## src/rtl/bg_fill_writer.sv

```systemverilog
// -----------------------------------------------------------------------------
// bg_fill_writer
//
// Fills a rectangle of the 320x240 12-bit RGB background RAM with one colour.
// It drives write port A of the memory, one pixel per enabled cycle, in
// row-major order. wr_allow gates progress so that writes can be confined to
// vertical blank.
//
// Optional feature macro: BGW_CLIP_EN
//   defined   : pixels outside the image still take a cycle but are not
//               written (wea = 0).
//   undefined : every issued pixel is written at its computed address; no
//               bound comparators are built.
//
// Parameters
//   IMG_W   image width / row pitch in pixels
//   IMG_H   image height in pixels (used only by the clipping logic)
//   ADDR_W  memory address width
//
// Ports
//   clk       system clock, rising edge
//   rst       synchronous reset, active low
//   start     one-cycle fill request, sampled only while idle
//   x0, y0    top-left corner of the rectangle
//   w, h      rectangle size in pixels (0 in either gives an empty fill)
//   color     fill colour {R,G,B}
//   wr_allow  write permission; 0 stalls the writer
//   busy      high while pixels are being issued
//   done      one-cycle completion pulse
//   wea       memory write enable
//   addra     memory address
//   dina      memory write data
// -----------------------------------------------------------------------------
module bg_fill_writer #(
  parameter int IMG_W  = 320,
  parameter int IMG_H  = 240,
  parameter int ADDR_W = 17
) (
  input  logic              clk,
  input  logic              rst,
  input  logic              start,
  input  logic [8:0]        x0,
  input  logic [8:0]        y0,
  input  logic [8:0]        w,
  input  logic [8:0]        h,
  input  logic [11:0]       color,
  input  logic              wr_allow,
  output logic              busy,
  output logic              done,
  output logic              wea,
  output logic [ADDR_W-1:0] addra,
  output logic [11:0]       dina
);

  localparam logic [1:0] S_IDLE = 2'd0;
  localparam logic [1:0] S_RUN  = 2'd1;
  localparam logic [1:0] S_DONE = 2'd2;

  logic [1:0]        state_reg;
  logic [8:0]        w_reg;
  logic [8:0]        h_reg;
  logic [11:0]       color_reg;
  logic [8:0]        cx_reg;
  logic [8:0]        cy_reg;
  logic [ADDR_W-1:0] row_base_reg;
  logic              busy_reg;
  logic              done_reg;
  logic              wea_reg;
  logic [ADDR_W-1:0] addra_reg;
  logic [11:0]       dina_reg;

  logic [ADDR_W-1:0] start_base;
  logic [ADDR_W-1:0] pix_addr;
  logic              last_col;
  logic              last_row;
  logic              in_bounds;

  // Address of the rectangle's top-left pixel. Multiplying by the constant
  // row pitch reduces to shifts and adds; the result wraps to ADDR_W bits.
  assign start_base = ADDR_W'(32'(y0) * 32'(IMG_W) + 32'(x0));
  assign pix_addr   = row_base_reg + ADDR_W'(cx_reg);

  // w_reg and h_reg are never zero while in RUN, so the -1 cannot underflow.
  assign last_col = (cx_reg == w_reg - 9'd1);
  assign last_row = (cy_reg == h_reg - 9'd1);

`ifdef BGW_CLIP_EN
  logic [8:0] x0_reg;
  logic [8:0] y0_reg;
  logic [9:0] col_abs;
  logic [9:0] row_abs;

  // Absolute coordinates carried at 10 bits so x0+cx cannot wrap back into
  // the image.
  assign col_abs   = {1'b0, x0_reg} + {1'b0, cx_reg};
  assign row_abs   = {1'b0, y0_reg} + {1'b0, cy_reg};
  assign in_bounds = (col_abs < 10'(IMG_W)) && (row_abs < 10'(IMG_H));

  always_ff @(posedge clk) begin
    if (!rst) begin
      x0_reg <= '0;
      y0_reg <= '0;
    end else if (state_reg == S_IDLE && start) begin
      x0_reg <= x0;
      y0_reg <= y0;
    end
  end
`else
  assign in_bounds = 1'b1;
`endif

  always_ff @(posedge clk) begin
    if (!rst) begin
      state_reg    <= S_IDLE;
      w_reg        <= '0;
      h_reg        <= '0;
      color_reg    <= '0;
      cx_reg       <= '0;
      cy_reg       <= '0;
      row_base_reg <= '0;
      busy_reg     <= 1'b0;
      done_reg     <= 1'b0;
      wea_reg      <= 1'b0;
      addra_reg    <= '0;
      dina_reg     <= '0;
    end else begin
      case (state_reg)
        S_IDLE: begin
          wea_reg  <= 1'b0;
          done_reg <= 1'b0;
          if (start) begin
            w_reg        <= w;
            h_reg        <= h;
            color_reg    <= color;
            cx_reg       <= '0;
            cy_reg       <= '0;
            row_base_reg <= start_base;
            if (w == 9'd0 || h == 9'd0) begin
              state_reg <= S_DONE;
            end else begin
              state_reg <= S_RUN;
              busy_reg  <= 1'b1;
            end
          end
        end

        S_RUN: begin
          if (wr_allow) begin
            addra_reg <= pix_addr;
            dina_reg  <= color_reg;
            wea_reg   <= in_bounds;
            if (last_col) begin
              cx_reg       <= '0;
              row_base_reg <= row_base_reg + ADDR_W'(IMG_W);
              if (last_row) begin
                // done rises together with the final write.
                state_reg <= S_DONE;
                busy_reg  <= 1'b0;
                done_reg  <= 1'b1;
              end else begin
                cy_reg <= cy_reg + 9'd1;
              end
            end else begin
              cx_reg <= cx_reg + 9'd1;
            end
          end else begin
            wea_reg <= 1'b0;
          end
        end

        S_DONE: begin
          // A fill that ran arrives here with done already raised; an empty
          // fill arrives with done low and raises it one cycle later. Either
          // way done is high for exactly one cycle before returning to idle.
          if (done_reg) begin
            state_reg <= S_IDLE;
            done_reg  <= 1'b0;
            wea_reg   <= 1'b0;
            addra_reg <= '0;
            dina_reg  <= '0;
          end else begin
            done_reg <= 1'b1;
          end
        end

        default: begin
          state_reg <= S_IDLE;
          busy_reg  <= 1'b0;
          done_reg  <= 1'b0;
          wea_reg   <= 1'b0;
        end
      endcase
    end
  end

  assign busy  = busy_reg;
  assign done  = done_reg;
  assign wea   = wea_reg;
  assign addra = addra_reg;
  assign dina  = dina_reg;

endmodule
```

## config.mk

```make
export PLATFORM = sky130hd
export DESIGN_NAME = bg_fill_writer
export DESIGN_NICKNAME = d
export VERILOG_FILES = /design/src/rtl/bg_fill_writer.sv
export SDC_FILE = /design/constraint.sdc
export NUM_CORES = 1
export LEC_CHECK = 0
export CORE_ASPECT_RATIO = 0.8
export CORE_MARGIN = 5
export CORE_UTILIZATION = 55
export DETAILED_ROUTE_END_ITERATION = 10
export HOLD_SLACK_MARGIN = 0.05
export PLACE_DENSITY_LB_ADDON = 0.12
export SYNTH_ARGS = -nofsm -noshare
export SYNTH_HDL_FRONTEND = slang
export SYNTH_SLANG_ARGS = --single-unit
export TNS_END_PERCENT = 100
```

## constraint.sdc

```tcl
create_clock -name clk -period 3.55 [get_ports clk]
set_input_delay 0.8875 -clock clk [delete_from_list [all_inputs] [get_ports clk]]
set_output_delay 0.8875 -clock clk [all_outputs]
set_load 0.005 [all_outputs]
```

; Yosys cells after proc, flatten, opt, wreduce, memory -nomap -nowiden
; Index checks and enable logic that the tools add are counted.
[word_totals]
output_inout_bits = 32
word_cells = 85
in_bits = 52
ff_bits = 99
[op_classes]
multipliers = 1
n_reduce_logical = 14
bitwise = 1
n_addsub = 7
n_mux = 39
n_eq_ne = 11
[op_table]
columns = cell, n
row1 = $mux 17, 5
row2 = $pmux 17 s2, 2
row3 = $mux 9, 6
row4 = $pmux 9 s2, 2
row5 = $add 17x9->17, 2
row6 = $mux 12, 2
row7 = $pmux 12 s2, 1
row8 = $add 9x1->9 const B, 2
row9 = $eq 9x9->1, 2
row10 = $logic_not 9->1, 2
row11 = $sub 9x1->9 const B, 2
row12 = $add 17x9->17 const B, 1
row13 = $ne 2x2->1 const B, 7
row14 = $mux 2, 6
row15 = $mul 9x3->11 const B, 1
row16 = $mux 1, 11
row17 = $reduce_and 5->1, 2
row18 = $reduce_and 3->1, 3
row19 = $pmux 2 s3, 1
row20 = $reduce_and 6->1, 1
row21 = $pmux 1 s2, 2
row22 = $reduce_and 4->1, 1
row23 = $reduce_bool 2->1, 2
row24 = $pmux 1 s3, 1
row25 = other kinds (6), 6

; Longest topological paths before layout
; Gate-level depths: netlist (run 1).
[depth]
depth_word = 6
mapped_depth = 10
ltp_nobuf = 10

; Worst setup path after synthesis (run 1)
; OpenSTA, ideal clock, no wires.
[synth_timing]
kind = input to register
from = input port y0[1]
to = register row_base_reg[15]
setup_ps = 119
t_required_ps = 3431
slack_ps = 400
arrival_ps = 3031
path_stages = 10
n_path_buf = 0
path_cell_list = ha_1 > ha_1 > fa_1 > xor2_1 > nand2_1 > nor4_1 > nand3_1 > xor2_1 > a21oi_1 > o221a_2
[synth_between]
elab_chain_len = 4
[synth_lines]
columns = element, line_no
row1 = from (decl), 43  ; input logic [8:0] y0,
row2 = $mul 9x3->11, 80  ; assign start_base = ADDR_W'(32'(y0) * 32'(IMG_W) + 32'(x0));
row3 = $add 17x9->17, 80
row4 = $mux 17, 131  ; if (start) begin
row5 = $pmux 17 s2, 127  ; case (state_reg)
row6 = to (signal assigned), 137  ; row_base_reg <= start_base;
row7 = to (signal assigned), 154  ; row_base_reg <= row_base_reg + ADDR_W'(IMG_W);
row8 = to (decl), 65  ; logic [ADDR_W-1:0] row_base_reg;
; Every way passes these cells. The select of a mux whose other input is x is not followed.
; A chain may end at the register's enable or synchronous reset.

; Worst setup path after layout (run 1)
[layout_timing]
from = input port y0[1]
to = register row_base_reg[16]
; The elaborated chain is that of the path after synthesis.

==> flow_metrics.env, run 1 <==
export IMPL_outcome="finished clean"
export IMPL_yosysTopAreaCellShare_pct=33.7
export IMPL_ios=84
export IMPL_syn_to_final_growth_pct=23.2
export IMPL_cp_arrival_ps=3640
export IMPL_wirelength_um=15000
export IMPL_vias=5609
export IMPL_tightest_slew_ps=928
export IMPL_fin_cells=964
export IMPL_synthArstFlopShare_pct=0
export IMPL_nets=908
export IMPL_wl_per_cell_um=15.6
export IMPL_place_inst=948
export IMPL_fmax_mhz=297
export IMPL_cts_num_sinks=99
export IMPL_hp_class="flop to flop"
export IMPL_critPathRequiredTime_ps=3820
export IMPL_place_hpwl_um=11100
export IMPL_start_util_pct=56.7
export IMPL_fp_dieW_um=126
export IMPL_die_h_um=102
export IMPL_cpPeakStageDelay_ps=440
export IMPL_postRouteAntennaNets=0
export IMPL_synth_cells=739
export IMPL_post_route_period_util_pct=94.9
export IMPL_grt_ovfl_total=0
export IMPL_synthMostInstantiatedCell="nand2_1"
export IMPL_dieArea_um2=12900
export IMPL_fillers=849
export IMPL_period_needed_ps=3370
export IMPL_critPathLaunchType="input port"
export IMPL_cts_setup_buffers=0
export IMPL_cts_inserted_buffers=9
export IMPL_portBuffers=83
export IMPL_leakagePower_nw=2.79
export IMPL_hold_viol_final=0
export IMPL_skew_ps=6.07
export IMPL_setup_viol=0
export IMPL_ys_types=68
export IMPL_yosys_top_cells_count="nand2_1, dfxtp_1, a21oi_1, nor2_1, clkbuf_1"
export IMPL_max_cap_violations=0
export IMPL_cts_root_buf="clkbuf_16"
export IMPL_htreeDepth=3
export IMPL_grt_max_degree=44
export IMPL_synth_edf_count=0
export IMPL_syn_area_um2=5880
export IMPL_antenna_found_initial=0
export IMPL_drt_iter0_drc=376
export IMPL_multi_input_area_um2=3650
export IMPL_critical_path_class="input port to flop"
export IMPL_rows=33
export IMPL_drc=0
export IMPL_core_area_um2=10400
export IMPL_grt_pass1_wl_um=25300
export IMPL_cp_max_fo=2
export IMPL_slew_headroom_pct=38.1
export IMPL_cp_top_family="adder cells"
export IMPL_clkLatencyLatePin_ps=350
export IMPL_place_congestion=0.893
export IMPL_end_kind="flop"
export IMPL_ir_worst_vdd_uv=319
export IMPL_drive_gt1_share_pct=7.16
export IMPL_worstPathCellList="clkdlybuf4s50_1 > ha_1 > ha_1 > fa_1 > a211oi_1 > o21bai_1 > a21oi_1 > xnor2_1 > nand3_1 > xnor3_1 > a211oi_1"
export IMPL_clk_pin_slew_ps=70
export IMPL_synth_nets=828
export IMPL_avgSynthCellArea_um2=7.95
export IMPL_synth_seq_area_share_pct=33.7
export IMPL_final_max_slew_violation_count=0
export IMPL_synthFlopType="dfxtp_1"
export IMPL_pwr_density_cell_nw_per_um2=592
export IMPL_track_usage_pct=23.7
export IMPL_rsz0062_at_grt="false"
export IMPL_synth_largest_area_cell="dfxtp_1"
export IMPL_n_antenna_cell=0
export IMPL_grt_pass1_vias=5466
export IMPL_regArea_um2=1980
export IMPL_ys_warn_count=0
export IMPL_vias_per_cell=5.82
export IMPL_tritoncts="built"
export IMPL_synthTopCellsByArea="dfxtp_1, ha_1, nand2_1, a21oi_1, nor2_1"
export IMPL_synth_seq_cells=99
export IMPL_cpMaxStageDelayCell="clkdlybuf4s50_1"
export IMPL_cts_hold_buffers=0
export IMPL_fin_hold_ws_ps=455
export IMPL_clock_path_buffers=2
export IMPL_drt_pre_antenna_iters=5
export IMPL_cts_resized=0
export IMPL_path_buf_inv=1
## worst paths after layout
check | endpoint | startpoint | depth (start not counted) | slack (ps)
worst max-delay path | row_base_reg[16]$_SDFFE_PN0P_ | y0[1] | 11 | 180
worst min-delay path | color_reg[8]$_SDFFE_PN0P_ | color_reg[8]$_SDFFE_PN0P_ | 2 | 450
worst max register to register | cy_reg[5]$_SDFFE_PN0P_ | h_reg[0]$_SDFFE_PN0P_ | 7 | 620
worst min register to register | color_reg[8]$_SDFFE_PN0P_ | color_reg[8]$_SDFFE_PN0P_ | 2 | 450
## cells by family (layout without fill, tap and decap cells)
logic type,count (synthesis),after routing,synth area share (%)
fa+ha+maj,37,37,8.26
buf+inv,62,147,4.11
simple gates,301,301,25.2
flops,99,99,33.7
xor+xnor,51,51,7.83
mux,3,3,0.532
compound gates,186,186,20.3
## metal layers
| metal | global-route usage (%) | vias to the layer above | part of all wire (%) |
|---|---|---|---|
| met3 | 7.21 | 27 | 6.9 |
| li1 | - | 2782 | - |
| met2 | 39.4 | 188 | 46 |
| met1 | 30.5 | 2612 | 46 |
| met5 | 0 | - | 0 |
| met4 | 5.58 | 0 | 1.4 |
## area by class of cell
type | instances | area share (%)
sequential | 99 | 27.4
inverter | 22 | 1.14
clock inverter | 6 | 1.24
timing repair buffer | 109 | 14.2
multi-input combinational | 578 | 50.5
clock buffer | 10 | 3.16
tap | 140 | 2.42
## worst min-delay path, delay by kind of cell, from the launching register on
| kind | cells | cell delay, ps |
|---|---|---|
| DFF | 1 | 310 |
| and+or+nand+nor | 1 | 50 |
| AOI/OAI and AO/OA | 1 | 50 |
## placed cells by master (no fill, tap or decap), types with 3 or more instances in the layout
cell and n:
fa_1 3, dfxtp_1 99, buf_4 26, o21ai_0 30
clkbuf_16 9, or3_1 9, nand4_1 17, inv_1 21
a21oi_1 81, nor3_1 11, nand3_1 19, o221a_2 3
nor2_1 61, xor2_1 25, xnor2_1 25, and2_1 9
a21o_1 6, nand2b_1 4, o31ai_1 8, or4_1 5
nor2b_1 9, nand2_1 110, o2111ai_1 3, a31oi_1 3
nor3b_1 17, o21a_1 5, ha_1 34, clkdlybuf4s50_1 83
o211ai_1 7, nor4_1 6, and3_1 12, a211oi_1 5
o21ai_1 4
## metrics by stage
| step | cell area [um^2] | power, mW | util [%] | setup TNS, ps | setup slack, ps |
|---|---|---|---|---|---|
| global route | 7240 | 4.57 | 69.9 | 0 | 25.9 |
| CTS | 7240 | 4.27 | 69.9 | 0 | 203 |
| detailed placement | 6920 | 3.22 | 66.8 | -552 | -150 |
| finish | 7240 | 4.28 | 69.9 | 0 | 181 |
| floorplan | 5880 | 2.69 | - | 0 | 400 |
| global placement | 6920 | 3.16 | 66.8 | -330 | -99.2 |
## report_power, final
part	switching (mW)	leakage (nW)	total [mW]	internal, mW
combinational	1.02	1.83	1.73	0.709
clock	0.426	0.153	1.04	0.619
sequential	0.219	0.806	1.51	1.29
total	1.66	2.79	4.28	2.62
(Power assumes the default switching activity.)
==> inputs of run 2 (changes only) <==
--- a/config.mk
+++ b/config.mk
@@ -10,7 +10,7 @@
 export CORE_UTILIZATION = 55
 export DETAILED_ROUTE_END_ITERATION = 10
 export HOLD_SLACK_MARGIN = 0.05
-export PLACE_DENSITY_LB_ADDON = 0.12
+export PLACE_DENSITY = 0.86
 export SYNTH_ARGS = -nofsm -noshare
 export SYNTH_HDL_FRONTEND = slang
 export SYNTH_SLANG_ARGS = --single-unit
==> run 2 against run 1 <==
Clock skew increased by 0.86 ps; worst setup slack worse by 13 ps; critical path depth unchanged; sequential share of layout area fell by 0.17 points; first-iteration DRC count grew 18%; die area stayed put; non-clock buffer count stayed put.
==> flow_metrics.env, run 2 (synthesis results as in run 1) <==
export IMPL_critPathLaunchType="input port"
export IMPL_clk_pin_slew_ps=70
export IMPL_cpMaxStageDelayCell="clkdlybuf4s50_1"
export IMPL_setup_viol=0
export IMPL_cts_inserted_buffers=9
export IMPL_start_util_pct=56.7
export IMPL_total_power_mw=4.41
export IMPL_r2r_cells=7
export IMPL_crit_end="row_base_reg[16]$_SDFFE_PN0P_"
export IMPL_htreeDepth=3
export IMPL_cts_root_buf="clkbuf_16"
export IMPL_portBuffers=83
export IMPL_dieArea_um2=12900
export IMPL_wl_per_cell_um=16.9
export IMPL_fillers=760
export IMPL_critPathRequiredTime_ps=3810
export IMPL_fmax_mhz=296
export IMPL_cp_arrival_ps=3640
export IMPL_rsz0062_at_grt="false"
export IMPL_slew_headroom_pct=47.7
export IMPL_ios=84
export IMPL_hold_viol_final=0
export IMPL_final_max_slew_violation_count=0
export IMPL_nets=908
export IMPL_drc=0
export IMPL_drive_gt1_share_pct=7.40
export IMPL_grt_pass1_vias=5515
export IMPL_n_antenna_cell=0
export IMPL_crit_top_cell="ha_1"
export IMPL_max_cap_violations=0
export IMPL_grt_max_degree=52
export IMPL_outcome="finished clean"
export IMPL_final_cell_mix="nand2_1, dfxtp_1, clkdlybuf4s50_1, a21oi_1, nor2_1"
export IMPL_clkLatencyLatePin_ps=350
export IMPL_setup_slack_ps=168
export IMPL_antenna_found_initial=0
export IMPL_worstReg2RegEnd="cy_reg[8]$_SDFFE_PN0P_"
export IMPL_leakagePower_nw=2.80
export IMPL_drt_iter0_drc=444
export IMPL_tritoncts="built"
export IMPL_core_area_um2=10400
export IMPL_place_congestion=0.911
export IMPL_crit_reg2reg_launch="h_reg[0]$_SDFFE_PN0P_"
export IMPL_cp_max_fo=3
export IMPL_rows=33
export IMPL_grt_pass1_wl_um=26300
export IMPL_worstPathCellList="clkdlybuf4s50_1 > ha_1 > ha_1 > fa_2 > a211oi_2 > nor2_1 > xor2_1 > and3_1 > nand3_1 > xnor3_1 > a211oi_1"
export IMPL_place_hpwl_um=11800
export IMPL_tightest_slew_ps=782
export IMPL_syn_to_final_growth_pct=23.9
export IMPL_vias=5761
export IMPL_cts_num_sinks=99
export IMPL_fp_dieW_um=126
export IMPL_end_kind="flop"
export IMPL_reg2reg_slack_ps=580
export IMPL_die_h_um=102
export IMPL_pwr_density_cell_nw_per_um2=605
export IMPL_crit_start="y0[3]"
export IMPL_postRouteAntennaNets=0
export IMPL_skew_ps=6.94
export IMPL_drt_pre_antenna_iters=5
export IMPL_period_needed_ps=3380
export IMPL_track_usage_pct=24.7
export IMPL_fin_util_pct=70.3
export IMPL_cpPeakStageDelay_ps=510
export IMPL_vias_per_cell=5.98
export IMPL_critical_path_class="input port to flop"
export IMPL_grt_ovfl_total=0
export IMPL_layout_commonest_cell="nand2_1"
export IMPL_wirelength_um=16300
export IMPL_clock_path_buffers=2
export IMPL_post_route_period_util_pct=95.3
export IMPL_dp_slack_ps=-250
export IMPL_ir_worst_vdd_uv=422
export IMPL_hp_class="flop to flop"
==> run 2: layout make-up <==
cell class	count	area [um^2]	area share, %
timing repair buffer	109	1030	14.1
multi-input combinational	578	3680	50.5
tap	140	175	2.40
clock inverter	4	97.6	1.34
inverter	22	82.6	1.13
clock buffer	12	246	3.38
sequential	99	1980	27.2
==> run 2: how the worst min path moves through the flow <==
stage | slack (ps) | depth (start not counted) | end | startpoint
after floorplan | 430 | 2 | color_reg[0]$_SDFFE_PN0P_ | color_reg[0]$_SDFFE_PN0P_
after global placement | 440 | 2 | color_reg[1]$_SDFFE_PN0P_ | color_reg[1]$_SDFFE_PN0P_
after detailed placement | 440 | 2 | color_reg[11]$_SDFFE_PN0P_ | color_reg[11]$_SDFFE_PN0P_
after CTS | 450 | 2 | color_reg[11]$_SDFFE_PN0P_ | color_reg[11]$_SDFFE_PN0P_
after global routing | 480 | 2 | color_reg[4]$_SDFFE_PN0P_ | color_reg[4]$_SDFFE_PN0P_
final | 450 | 2 | color_reg[11]$_SDFFE_PN0P_ | color_reg[11]$_SDFFE_PN0P_
==> run 2: power by group <==
part,internal [mW],switching [mW],total (mW),leakage [nW]
combinational,0.708,1.05,1.76,1.83
sequential,1.29,0.227,1.52,0.806
clock,0.709,0.420,1.13,0.163
total,2.71,1.70,4.41,2.80
==> run 2: worst max-delay path, delay by kind of cell <==
kind | cells | cell delay, ps
AOI/OAI and AO/OA | 2 | 520
and+or+nand+nor | 3 | 430
adders and majority gates | 3 | 880
xor gates and xnor gates | 2 | 410
buffers and inverters | 1 | 510
==> run 2: what timing repair did <==
action / 4_1_cts / 5_1_grt
buffers inserted: 0 / 1
gates resized for setup: 0 / 4
setup endpoints to repair: 0 / 4
hold buffers: 0 / 0
==> run 2: per-layer routing <==
metal / vias to the layer above / wire length [um] / GRT usage [%]
met5: - / 0 / 0
met4: 0 / 248 / 6.83
li1: 2786 / - / -
met1: 2731 / 7130 / 30.7
met3: 26 / 1000 / 5.75
met2: 218 / 7880 / 43.5
==> run 2: per-stage QoR <==
step / hold WS (ps) / instances / cell area, um^2 / TNS, ps
detailed placement: 443 / 947 / 6910 / -963
CTS: 453 / 963 / 7260 / 0
global placement: 438 / 947 / 6910 / -325
global route: 475 / 964 / 7290 / 0
floorplan: 432 / 739 / 5880 / 0
finish: 452 / 964 / 7290 / 0
